==> config.mk <==
export PLATFORM = sky130hd
export DESIGN_NAME = spi_ram_master_flat
export DESIGN_NICKNAME = d
export VERILOG_FILES = /design/src/rtl/spi_ram_master_if.sv /design/src/rtl/spi_ram_master.sv /design/src/flat_wrapper.sv
export SDC_FILE = /design/constraint.sdc
export NUM_CORES = 1
export LEC_CHECK = 0
export BUFFER_PORTS_ARGS = -buffer_cell sky130_fd_sc_hd__buf_2
export CAP_MARGIN = 20
export CORE_ASPECT_RATIO = 1.1
export CORE_MARGIN = 2
export CORE_UTILIZATION = 35
export DETAILED_ROUTE_END_ITERATION = 8
export GPL_TIMING_DRIVEN = 0
export PLACE_DENSITY = 0.49
export SLEW_MARGIN = 15
export SYNTH_ARGS = -nofsm -noshare
export SYNTH_HDL_FRONTEND = slang
export SYNTH_SLANG_ARGS = --single-unit
==> constraint.sdc <==
create_clock -name clk -period 2.85 [get_ports clk]
set_input_delay 0.57 -clock clk [delete_from_list [all_inputs] [get_ports clk]]
set_output_delay 0.57 -clock clk [all_outputs]
set_load 0.02 [all_outputs]
==> src/rtl/spi_ram_master_if.sv <==
// Host command port and SPI pins of the 10-bit SPI RAM command link.
// The master modport is the initiator's view; slave is the host/RAM side.
interface spi_ram_master_if;
    logic       cmd_valid;
    logic       cmd_ready;
    logic [1:0] cmd_op;
    logic [7:0] cmd_data;
    logic       SS_n;
    logic       MOSI;
    logic       MISO;
    logic [7:0] rd_data;
    logic       rd_valid;
    logic       busy;

    modport master (
        input  cmd_valid, cmd_op, cmd_data, MISO,
        output cmd_ready, SS_n, MOSI, rd_data, rd_valid, busy
    );

    modport slave (
        output cmd_valid, cmd_op, cmd_data, MISO,
        input  cmd_ready, SS_n, MOSI, rd_data, rd_valid, busy
    );
endinterface

==> src/rtl/spi_ram_master.sv <==
// SPI RAM command master: serialises {op, data} MSB-first under SS_n and,
// for read-data commands, captures an 8-bit reply after a fixed turnaround.
module spi_ram_master #(
    parameter int TURNAROUND = 2,
    parameter int GAP        = 1
) (
    input  logic             clk,
    input  logic             rst,
    spi_ram_master_if.master bus
);
    typedef enum logic [2:0] {IDLE, START, SHIFT, WAIT, RECV, STOP} state_t;

    // Counters are loaded with "cycles - 1" and run down to zero.
    localparam logic [3:0] TA_LAST  = 4'(TURNAROUND - 1);
    localparam logic [3:0] GAP_LAST = 4'(GAP - 1);

    state_t     state;
    logic [9:0] frame;
    logic [3:0] bit_cnt;
    logic [3:0] ta_cnt;
    logic [3:0] gap_cnt;
    logic [6:0] shift;
    logic       ss_n_q;
    logic       mosi_q;
    logic [7:0] rd_data_q;
    logic       rd_valid_q;

    always_ff @(posedge clk or posedge rst) begin
        if (rst) begin
            state      <= IDLE;
            frame      <= '0;
            bit_cnt    <= '0;
            ta_cnt     <= '0;
            gap_cnt    <= '0;
            shift      <= '0;
            ss_n_q     <= 1'b1;
            mosi_q     <= 1'b0;
            rd_data_q  <= '0;
            rd_valid_q <= 1'b0;
        end else begin
            rd_valid_q <= 1'b0;
            case (state)
                IDLE: begin
                    if (bus.cmd_valid) begin
                        frame  <= {bus.cmd_op, bus.cmd_data};
                        ss_n_q <= 1'b0;
                        mosi_q <= 1'b0;
                        state  <= START;
                    end
                end
                START: begin
                    mosi_q  <= frame[9];
                    bit_cnt <= 4'd9;
                    state   <= SHIFT;
                end
                SHIFT: begin
                    if (bit_cnt != 4'd0) begin
                        mosi_q  <= frame[bit_cnt - 4'd1];
                        bit_cnt <= bit_cnt - 4'd1;
                    end else begin
                        mosi_q <= 1'b0;
                        if (frame[9:8] != 2'b11) begin
                            ss_n_q  <= 1'b1;
                            gap_cnt <= GAP_LAST;
                            state   <= STOP;
                        end else if (TURNAROUND == 0) begin
                            bit_cnt <= 4'd7;
                            state   <= RECV;
                        end else begin
                            ta_cnt <= TA_LAST;
                            state  <= WAIT;
                        end
                    end
                end
                WAIT: begin
                    if (ta_cnt == 4'd0) begin
                        bit_cnt <= 4'd7;
                        state   <= RECV;
                    end else begin
                        ta_cnt <= ta_cnt - 4'd1;
                    end
                end
                RECV: begin
                    // The eighth sample bypasses the shifter straight into rd_data.
                    shift <= {shift[5:0], bus.MISO};
                    if (bit_cnt == 4'd0) begin
                        rd_data_q  <= {shift, bus.MISO};
                        rd_valid_q <= 1'b1;
                        ss_n_q     <= 1'b1;
                        gap_cnt    <= GAP_LAST;
                        state      <= STOP;
                    end else begin
                        bit_cnt <= bit_cnt - 4'd1;
                    end
                end
                STOP: begin
                    if (gap_cnt == 4'd0) state <= IDLE;
                    else                 gap_cnt <= gap_cnt - 4'd1;
                end
                default: state <= IDLE;
            endcase
        end
    end

    assign bus.cmd_ready = (state == IDLE);
    assign bus.busy      = (state != IDLE);
    assign bus.SS_n      = ss_n_q;
    assign bus.MOSI      = mosi_q;
    assign bus.rd_data   = rd_data_q;
    assign bus.rd_valid  = rd_valid_q;
endmodule

==> src/flat_wrapper.sv <==
// flat-port wrapper written by rule: the top's interface ports become plain ports
module spi_ram_master_flat 
#(
    parameter int TURNAROUND = 2,
    parameter int GAP        = 1
)
  (clk, rst, bus_cmd_valid, bus_cmd_op, bus_cmd_data, bus_MISO, bus_cmd_ready, bus_SS_n, bus_MOSI, bus_rd_data, bus_rd_valid, bus_busy);
  spi_ram_master_if bus_i ();
  input  logic clk;
  input  logic rst;
  input wire logic [$bits(bus_i.cmd_valid)-1:0] bus_cmd_valid;
  input wire logic [$bits(bus_i.cmd_op)-1:0] bus_cmd_op;
  input wire logic [$bits(bus_i.cmd_data)-1:0] bus_cmd_data;
  input wire logic [$bits(bus_i.MISO)-1:0] bus_MISO;
  output wire logic [$bits(bus_i.cmd_ready)-1:0] bus_cmd_ready;
  output wire logic [$bits(bus_i.SS_n)-1:0] bus_SS_n;
  output wire logic [$bits(bus_i.MOSI)-1:0] bus_MOSI;
  output wire logic [$bits(bus_i.rd_data)-1:0] bus_rd_data;
  output wire logic [$bits(bus_i.rd_valid)-1:0] bus_rd_valid;
  output wire logic [$bits(bus_i.busy)-1:0] bus_busy;
  assign bus_i.cmd_valid = bus_cmd_valid;
  assign bus_i.cmd_op = bus_cmd_op;
  assign bus_i.cmd_data = bus_cmd_data;
  assign bus_i.MISO = bus_MISO;
  assign bus_cmd_ready = bus_i.cmd_ready;
  assign bus_SS_n = bus_i.SS_n;
  assign bus_MOSI = bus_i.MOSI;
  assign bus_rd_data = bus_i.rd_data;
  assign bus_rd_valid = bus_i.rd_valid;
  assign bus_busy = bus_i.busy;
  spi_ram_master #(.TURNAROUND(TURNAROUND), .GAP(GAP)) u_core (.clk(clk), .rst(rst), .bus(bus_i));
endmodule
Yosys cells after proc, flatten, opt, wreduce, memory -nomap -nowiden
Cells that the tools add are included.
- equality and inequality tests: 17
- muxes and demuxes: 31
- $lt $le $gt $ge: 1
- reductions and logical operators: 19
- $add $sub $neg: 3
- operators by type and width (kind ; count):
    $mux 4 ; 10
    $mux 3 ; 6
    $pmux 3 s6 ; 1
    $pmux 4 s4 ; 1
    $reduce_and 5->1 ; 3
    $ne 2x2->1 const B ; 7
    $logic_not 4->1 ; 3
    $pmux 4 s3 ; 1
    $reduce_bool 3->1 ; 4
    $sub 4x1->4 const B ; 3
    $ne 2x1->1 const B ; 5
    $mux 1 ; 8
    $pmux 4 s2 ; 1
    $reduce_and 4->1 ; 2
    $reduce_bool 4->1 ; 2
    $eq 3x2->1 const B ; 2
    $eq 3x3->1 const B ; 2
    $pmux 1 s3 ; 2
    $reduce_and 2->1 ; 3
    $lt 4x5->1 const B ; 1
    $bmux 1 s4 ; 1
    $eq 3x1->1 const B ; 1
    $logic_not 3->1 ; 1
    $reduce_bool 2->1 ; 1
- register bits: 43
- output and inout bits: 13

Depth between registers and ports, before layout
- word-level depth: 5
- depth in mapped cells: 7
- mapped depth without buffers: 6

Worst setup path after synthesis
No wires, ideal clock.
- path kind: flip-flop to flip-flop
- from: reg u_core.bit_cnt[0]
- to: reg u_core.state[1]
- cell stages (with the launch flop): 8
- arrival: 1.986 ns
- slack: 0.740 ns
- buffers on the path: 1
- period minus slack after synthesis: 2.110 ns
- cell sequence: dfrtp_1 -> clkbuf_1 -> inv_1 -> ha_1 -> nor3b_1 -> nor3_1 -> or4_4 -> a211o_1
- longest elaborated chain between the ends: 3
- ends and longest elaborated chain (element ; RTL line ; source):
    start: declaration ; spi_ram_master.sv:19 ; logic [3:0] bit_cnt;
    start signal: assignment ; spi_ram_master.sv:59 ; bit_cnt <= bit_cnt - 4'd1;
    start signal: assignment ; spi_ram_master.sv:93 ; bit_cnt <= bit_cnt - 4'd1;
    $logic_not 4->1 / $reduce_bool 4->1 (equally long branches) ; spi_ram_master.sv:86, spi_ram_master.sv:57 ;
    $ne 2x1->1 (no line) / $ne 2x2->1 (equally long branches) ; - ;
    $reduce_and 5->1 (no line) * ; - ;
    end signal: assignment ; spi_ram_master.sv:91 ; state <= STOP;
    end signal: assignment ; spi_ram_master.sv:97 ; if (gap_cnt == 4'd0) state <= IDLE;
    end signal: assignment ; spi_ram_master.sv:100 ; default: state <= IDLE;
    end: declaration ; spi_ram_master.sv:17 ; state_t state;
Every way passes the cells marked *; elsewhere a longest branch is shown, timed or not.
A chain may end at the register's enable or synchronous reset.

Worst setup path in the final report
Ends and elaborated chain as after synthesis.

==> results.yml <==
placement:
  dp_slack_ns: 0.483
  dpl.cell_count: 298
  gp_congestion: 0.813
  place_area_sq_mm: 0.00236
  portBuffers: 26
  dpl.hpwl_mm: 2.94
sta:
  slew_violations: 0
  finalCritPeriodShare: 0.835
  fin_crit_ns: 2.38
  hold_viol_final: 0
  skew_ns: 0.00720
  worstMarginPinSlew_ns: 0.605
  slew_headroom: 0.595
  setup_tns_ns: 0
  fin_ws_ns: 0.469
  rsz0062_at_grt: "no"
  timing.fmax_mhz: 420
  setup_violations: 0
floorplan:
  die_h_um: 85.3
  core_area_sq_mm: 0.00581
  fp.dieW_um: 77.9
  core.rowCount: 29
  ios: 27
  dieArea_sq_mm: 0.00665
  initial_core_util: 0.362
setup_path:
  critPathTopFamily: "simple AND/OR/NAND/NOR gates"
  cp_slowest_stage_delay_ns: 0.56
  critical_path_class: "register to register"
  crit_fanout: 7
  start_kind: "register"
  crit_path_top_delay_cell: "or4_4"
  path_cells: "clkbuf_1 -> inv_1 -> ha_1 -> nor3b_1 -> nor3_1 -> or4_4 -> a211o_1"
  critPathRequiredTime_ns: 3.04
  worstPathArrival_ns: 2.57
  path_buf_inv: 2
  cp-end-kind: "register"
min_path:
  hold_class: "input port to asynchronous set/reset pin"
yosys:
  ys_types: 42
  synth_fp_nets: 212
  ys_ff_latch: 43
  avgSynthCellArea_sq_um: 10.8
  yosysWarnings: 0
  postSynthCellCount: 194
  ys.flop_type: "dfrtp_1"
  async_reset_ff_frac: 1.00
  syn_area_sq_mm: 0.00210
  synth-edff-count: 0
  yosysSeqAreaShare: 0.512
clocking:
  clock_latency_ns: 0.30
  cts_max_path_buffers: 2
  cts_root_buf: "clkbuf_8"
  cts_buffers: 5
  cts_hold_buf: 0
  numClockSinks: 43
  clkSlewWorstSetupHoldPaths_ns: 0.09
  cts_tree: "built"
  cts_resized: 0
  post-cts-setup-buffers: 0
  h-tree-depth: 2
drt:
  viasPerCell: 4.98
  drc: 0
  ant_nets: 0
  drt_iter0_markers: 63
  via_count: 1523
  firstDrtPassIters: 4
  wire_per_inst_um: 13.5
  wl_mm: 4.13
global_routing:
  grt_pass1_vias: 1445
  antenna_found_initial: 0
  grt_max_degree: 24
  grt_pass1_wl_mm: 6.96
  grt_remaining_overflow: 0
  track_usage: 0.133
finish:
  final_cells: 306
  area_delta_synth_final_pct: 17.7
  fin_util: 0.427
  drive_gt1_frac: 0.323
  diodes: 0
  postLayoutCellArea_sq_mm: 0.00248
  fin_nets: 246
  final_cell_mix: "dfrtp_1 (42), nand2_1 (30), buf_2 (28)"
  final_common_cell: "dfrtp_1"
run_status:
  outcome: "finished, final reports clean"
flow_run:
  drv_cap: 0
pwr:
  ir_drop_v: 0.000395
  cellPowerDensity_mw_per_mm2: 1060
  power_leakage_uw: 0.00117
[worst reg2reg max path, stage by stage (launching register included)]
cell      delay [ns]
dfrtp_1         0.36
clkbuf_1        0.21
inv_1           0.10
ha_1            0.24
nor3b_1         0.32
nor3_1          0.18
or4_4           0.57
a211o_1         0.30
[synth_stat cells, drive strengths merged, types with 3 or more instances]
library cell  count  share of area
nand2            30          0.054
nor2             13          0.023
dfrtp            42           0.50
nor3             10          0.026
nor3b             3          0.013
a21oi             8          0.019
xnor2             3          0.012
clkbuf            3         0.0054
o21ai             3         0.0071
mux2             23           0.12
inv              10          0.018
buf               3         0.0065
ha                4          0.024
or3b              5          0.022
[layout make-up]
class                   instances  area, sq um
plain buffers                   6         25.0
clock buffers                   6         82.6
clock inverters                 2         35.0
fillers                       592         3330
inverters                      10         37.5
multi-input cells             135          965
flip-flops and latches         43         1080
well taps                      77         96.3
repair buffers                 27          158
[routing by layer]
metal,track usage,part of all wire
met5,0,0
met4,0.0478,0.015
met3,0.0255,0.030
met2,0.209,0.45
met1,0.183,0.50
[registers in the layout, summed over array words and instances (netlist names)]
| signal | count |
|---|---|
| u_core.bus.MOSI | 1 |
| u_core.gap_cnt | 4 |
| u_core.bus.rd_data | 8 |
| u_core.bit_cnt | 4 |
| u_core.ta_cnt | 4 |
| u_core.shift | 7 |
| u_core.frame | 10 |
| u_core.state | 3 |
| u_core.bus.SS_n | 1 |
| u_core.bus.rd_valid | 1 |
[per-stage QoR]
stage	hold WS, ns	power (uW)
floorplan	0.442	1860
global placement	0.465	2130
detailed placement	0.470	2140
CTS	0.310	2650
global route	0.327	2820
finish	0.292	2610
[worst paths after layout]
path                                                     from                           end  slack, ns  cells after the start
worst max-delay path            u_core.bit_cnt[0]$_DFFE_PP0P_   u_core.state[1]$_DFFE_PP0P_       0.47                      7
worst min-delay path                                      rst  u_core.ta_cnt[0]$_DFFE_PP0P_       0.29                      2
worst max register to register  u_core.bit_cnt[0]$_DFFE_PP0P_   u_core.state[1]$_DFFE_PP0P_       0.47                      7
worst min register to register    u_core.shift[6]$_DFFE_PP0N_   u_core.shift[6]$_DFFE_PP0N_       0.49                      2
max in group asynchronous                                 rst   u_core.shift[4]$_DFFE_PP0N_       2.08                      3
min in group clk                                     bus_MISO   u_core.shift[0]$_DFFE_PP0N_       0.47                      3
[power breakdown]
part	total [uW]	switching [uW]	internal (uW)
Sequential	1010	167	843
Clock	496	212	284
Combinational	1110	575	531
[cells by family (layout without fill, tap and decap cells)]
family | count (synthesis) | after routing | synth area share
multiplexers | 26 | 26 | 0.149
buffers and inverters | 16 | 51 | 0.0297
flip-flops | 43 | 43 | 0.512
AND/OR/NAND/NOR | 74 | 74 | 0.182
adder cells (fa/ha/maj) | 4 | 4 | 0.0238
XOR/XNOR | 5 | 5 | 0.0208
AO/OA/AOI/OAI | 26 | 26 | 0.0826
No activity file was read; power rests on OpenSTA's default activity.
